[config.mk]
export PLATFORM = sky130hd
export DESIGN_NAME = bcd_seq_converter
export DESIGN_NICKNAME = d
export VERILOG_FILES = /design/src/rtl/bcd_seq_converter.sv
export SDC_FILE = /design/constraint.sdc
export NUM_CORES = 1
export LEC_CHECK = 0
export BUFFER_PORTS_ARGS = -buffer_cell sky130_fd_sc_hd__buf_4
export CORE_MARGIN = 2
export CORE_UTILIZATION = 54
export DETAILED_ROUTE_END_ITERATION = 10
export PLACE_DENSITY = 0.86
export SLEW_MARGIN = 20
export SYNTH_ARGS = -nofsm -noshare
export SYNTH_HDL_FRONTEND = slang
export SYNTH_SLANG_ARGS = --single-unit
[constraint.sdc]
create_clock -name clk -period 1.8 [get_ports clk]
set_input_delay 0.09 -clock clk [delete_from_list [all_inputs] [get_ports clk]]
set_output_delay 0.09 -clock clk [all_outputs]
set_load 0.02 [all_outputs]
[src/rtl/bcd_seq_converter.sv]
// Sequential double-dabble binary-to-BCD converter, one bit per clock, valid/ready on both sides.
// Optional leading-zero blanking mask is built when BCD_LZ_BLANK_EN is defined.
module bcd_seq_converter #(
  parameter int IN_W   = 13,
  parameter int DIGITS = 4
) (
  input  logic                  clk,
  input  logic                  rst,
  input  logic [IN_W-1:0]       in_data,
  input  logic                  in_valid,
  output logic                  in_ready,
  output logic                  out_valid,
  input  logic                  out_ready,
  output logic [4*DIGITS-1:0]   bcd,
  output logic                  ovf,
  output logic [DIGITS-1:0]     blank
);

  localparam int CW = $clog2(IN_W + 1);

  typedef enum logic [1:0] {S_IDLE, S_SHIFT, S_DONE} state_t;

  state_t              r_state;
  logic [IN_W-1:0]     r_shift;
  logic [4*DIGITS-1:0] r_dig;
  logic [CW-1:0]       r_cnt;
  logic                r_ovf;
  logic                r_out_valid;

  logic [4*DIGITS-1:0] w_adj;
  logic [4*DIGITS-1:0] w_dig_nxt;
  logic                w_last;
  logic                w_accept;

  // Add-3 correction is applied before the shift, so the MS bit of the
  // corrected top digit is exactly the carry lost off the top of the register.
  always_comb begin
    w_adj = r_dig;
    for (int k = 0; k < DIGITS; k++) begin
      if (r_dig[4*k +: 4] >= 4'd5) begin
        w_adj[4*k +: 4] = r_dig[4*k +: 4] + 4'd3;
      end
    end
  end

  assign w_dig_nxt = {w_adj[4*DIGITS-2:0], r_shift[IN_W-1]};
  assign w_last    = (r_cnt == CW'(IN_W - 1));
  assign w_accept  = (r_state == S_IDLE) && in_valid;

  always_ff @(posedge clk or posedge rst) begin
    if (rst) begin
      r_state     <= S_IDLE;
      r_shift     <= '0;
      r_dig       <= '0;
      r_cnt       <= '0;
      r_ovf       <= 1'b0;
      r_out_valid <= 1'b0;
    end else begin
      case (r_state)
        S_IDLE: begin
          if (in_valid) begin
            r_shift <= in_data;
            r_dig   <= '0;
            r_cnt   <= '0;
            r_ovf   <= 1'b0;
            r_state <= S_SHIFT;
          end
        end
        S_SHIFT: begin
          r_dig   <= w_dig_nxt;
          r_shift <= {r_shift[IN_W-2:0], 1'b0};
          r_cnt   <= r_cnt + CW'(1);
          if (w_adj[4*DIGITS-1]) begin
            r_ovf <= 1'b1;
          end
          if (w_last) begin
            r_state     <= S_DONE;
            r_out_valid <= 1'b1;
          end
        end
        S_DONE: begin
          if (out_ready) begin
            r_state     <= S_IDLE;
            r_out_valid <= 1'b0;
          end
        end
        default: begin
          r_state     <= S_IDLE;
          r_out_valid <= 1'b0;
        end
      endcase
    end
  end

  assign in_ready  = (r_state == S_IDLE) & ~rst;
  assign out_valid = r_out_valid;
  assign bcd       = r_dig;
  assign ovf       = r_ovf;

`ifdef BCD_LZ_BLANK_EN
  logic [DIGITS-1:0] r_blank;
  logic [DIGITS-1:0] w_blank_nxt;
  logic              w_zero_run;

  // Scan from the MS digit down; a digit blanks only while everything above it is zero.
  always_comb begin
    w_blank_nxt = '0;
    w_zero_run  = 1'b1;
    for (int k = DIGITS - 1; k >= 1; k--) begin
      w_zero_run     = w_zero_run & (w_dig_nxt[4*k +: 4] == 4'd0);
      w_blank_nxt[k] = w_zero_run;
    end
  end

  always_ff @(posedge clk or posedge rst) begin
    if (rst) begin
      r_blank <= '0;
    end else if (w_accept) begin
      r_blank <= '0;
    end else if (r_state == S_SHIFT && w_last) begin
      r_blank <= w_blank_nxt;
    end
  end

  assign blank = r_blank;
`else
  assign blank = '0;
`endif

endmodule
==> results.yml <==
grt:
  antenna_found_initial: 0
  track_usage_pct: 21.2
  grt_pass1_vias: 1547
  grt_pass1_wl_um: 6920
  gr-total-overflow: 0
  grt_start_max_net_pins: 38
logic_synthesis:
  synth_area_um2: 2020
  ys_warn_count: 0
  syn_area_per_cell_um2: 9.52
  synthCells: 212
  synth_top_area_share_pct: 45.9
  synth_ff_type: "dfrtp_1"
  ys_seq_area_share_pct: 45.9
  synth_area_leaders: "dfrtp_1 (46%), ha_1 (6.2%), nand2_1 (5.2%), o21ai_0 (5.0%), nor3b_1 (4.5%)"
  yosysTopAreaCell: "dfrtp_1"
  synth-edff-count: 0
  synth-seq-cells: 37
  synth_cell_types: 34
  yosysMostFrequentCell: "dfrtp_1"
  synth_common_cells: "dfrtp_1 (37), nand2_1 (28), o21ai_0 (20)"
  async_reset_ff_share_pct: 100
routing:
  via_per_inst: 5.46
  drt_iter0_drc: 132
  routedWlPerCell_um: 13.7
  drc: 0
  dr.pass1.iters: 4
  drt-total-wl_um: 4080
  vias: 1628
  antenna_left: 0
critical_path:
  slowest_delay_ns: 0.42
  cp.arrival_ns: 1.64
  slowest_stage: "dfrtp_1"
  crit_chain: "inv_1 > ha_1 > nand2b_1 > a21oi_1 > xnor2_1 > o21ai_0"
  r2r_cells: 6
  crit_path_start_kind: "flip-flop"
  crit_start: "bcd[13]$_DFFE_PP0P_"
  timing.rr.end: "bcd[13]$_DFFE_PP0P_"
  r2r_start: "bcd[13]$_DFFE_PP0P_"
  crit_fanout: 5
  crit_type: "flip-flop to flip-flop"
  rrSetupSlack_ns: 0.33
  critPathCapture: "bcd[13]$_DFFE_PP0P_"
  cp.required_ns: 1.97
  cp-end-kind: "flip-flop"
power:
  power.total_w: 0.00458
  peakVddDrop_mv: 0.926
  p_leak_nw: 1.13
  power_density_nw_per_um2: 1870
outcome:
  outcome: "finished clean"
cts:
  clk-insertion-delay-late_ns: 0.29
  holdBufCountCts: 1
  cts_root_buf: "clkbuf_8"
  post_cts.repair.setup_buffers: 0
  clock_path_buffers: 2
  cts_buffers: 5
  cts_tree: "yes"
  cts.reportedPaths.clkPinSlew_ns: 0.07
  cts_sinks: 37
  htreeDepth: 2
  post_cts_resized: 0
timing:
  fmax_ghz: 0.679
  final-hold-violation-count: 0
  setup_violations: 0
  min_period_ns: 1.47
  whs_ns: 0.0506
  slew_viol_final: 0
  fin_crit_sh_pct: 81.8
  rsz0062_at_grt: "no"
  finalSetupTns_ns: 0
  fin_worst_skew_ns: 0.00606
worst_hold_path:
  hp-class: "input pin to flip-flop"
die:
  die_x_um: 65.1
  num_rows: 22
  fp.dieArea_um2: 4240
  ioPinCount: 40
  die-height_um: 65.1
  core_um2: 3630
  start_util_pct: 55.5
placed_design:
  place_area_um2: 2310
  gp_congestion: 0.738
  detailed_place_hpwl_um: 2830
  io_buffers: 35
final_layout:
  area_delta_synth_final_pct: 21.6
  antenna_cells: 0
  fin_area_um2: 2450
  fillCellCount: 311
  drive_gt1_share_pct: 23.6
  final_nets: 276
  utilization_pct: 67.6
flow_run:
  maxCapViolations: 0
final cells by class:
| type | instances | area [um2] | share of cell area (%) |
|---|---|---|---|
| Clock buffer | 5 | 68.8 | 2.80 |
| Inverter | 12 | 45.0 | 1.83 |
| Tap cell | 48 | 60.1 | 2.45 |
| Multi-Input combinational cell | 150 | 952 | 38.8 |
| Clock inverter | 3 | 65.1 | 2.65 |
| Sequential cell | 37 | 926 | 37.7 |
| Timing Repair Buffer | 43 | 338 | 13.8 |
cells in the final DEF, fill, tap and decap left out, types with 8 or more instances in the layout:
cell	netlist	layout
dfrtp_1	37	37
nand2_1	28	28
o21ai_1	9	9
ha_1	10	10
buf_4	6	41
nor3b_1	12	12
inv_1	12	12
o21ai_0	20	20
a21oi_1	13	13
nand3_1	8	8
kinds of logic after synthesis:
kind of cell | Yosys count | synth area share, %
fa+ha+maj | 10 | 6.20
mux | 2 | 1.05
buf+inv | 28 | 7.50
simple gates | 66 | 16.7
flops | 37 | 45.9
xor+xnor | 7 | 3.04
other cells | 1 | 0.186
compound gates | 61 | 19.5
through the flow:
stage | worst slack [ns] | instances
5_1_grt | 0.216 | 298
3_5_place_dp | 0.330 | 289
4_1_cts | 0.326 | 298
2_1_floorplan | 0.363 | 215
3_3_place_gp | 0.416 | 289
6_report | 0.327 | 298
worst min-delay path by stage:
stage	from	to	slack, ns	cells past startpoint
4_1_cts	in_data[0]	r_shift[0]$_DFFE_PP0P_	0.04	2
3_3_place_gp	rst	r_shift[0]$_DFFE_PP0P_	0.24	3
3_5_place_dp	rst	out_valid$_DFFE_PP0P_	0.24	3
6_report	in_data[0]	r_shift[0]$_DFFE_PP0P_	0.05	2
5_1_grt	in_data[0]	r_shift[0]$_DFFE_PP0P_	0.06	2
2_1_floorplan	in_valid	r_shift[0]$_DFFE_PP0P_	0.25	1
where the power goes:
group	internal [W]	total [W]	leakage (nW)	switching, W
logic	0.000962	0.00218	0.594	0.00122
clock network	0.000551	0.000858	0.0681	0.000307
registers	0.00118	0.00154	0.471	0.000362
total	0.00270	0.00458	1.13	0.00189
routing by layer:
metal / track usage, % / wire, um
met3: 4.97 / 202
met5: 0 / 0
met2: 36.5 / 2020
met1: 26.9 / 1810
met4: 5.73 / 37
sequential cells by signal, indices dropped and copies added, names as in the netlist:
signal / cells
bcd: 16
r_shift: 13
r_cnt: 4
r_state: 2
out_valid: 1
ovf: 1
worst max-delay path: cells and delay by family, from the launching register on:
family	cells	cell delay [ns]
flops	1	0.42
compound gates	2	0.35
fa+ha+maj	1	0.19
simple gates	1	0.15
xor+xnor	1	0.15
buf+inv	1	0.09
Note: power is estimated with default switching activity, not from simulation.
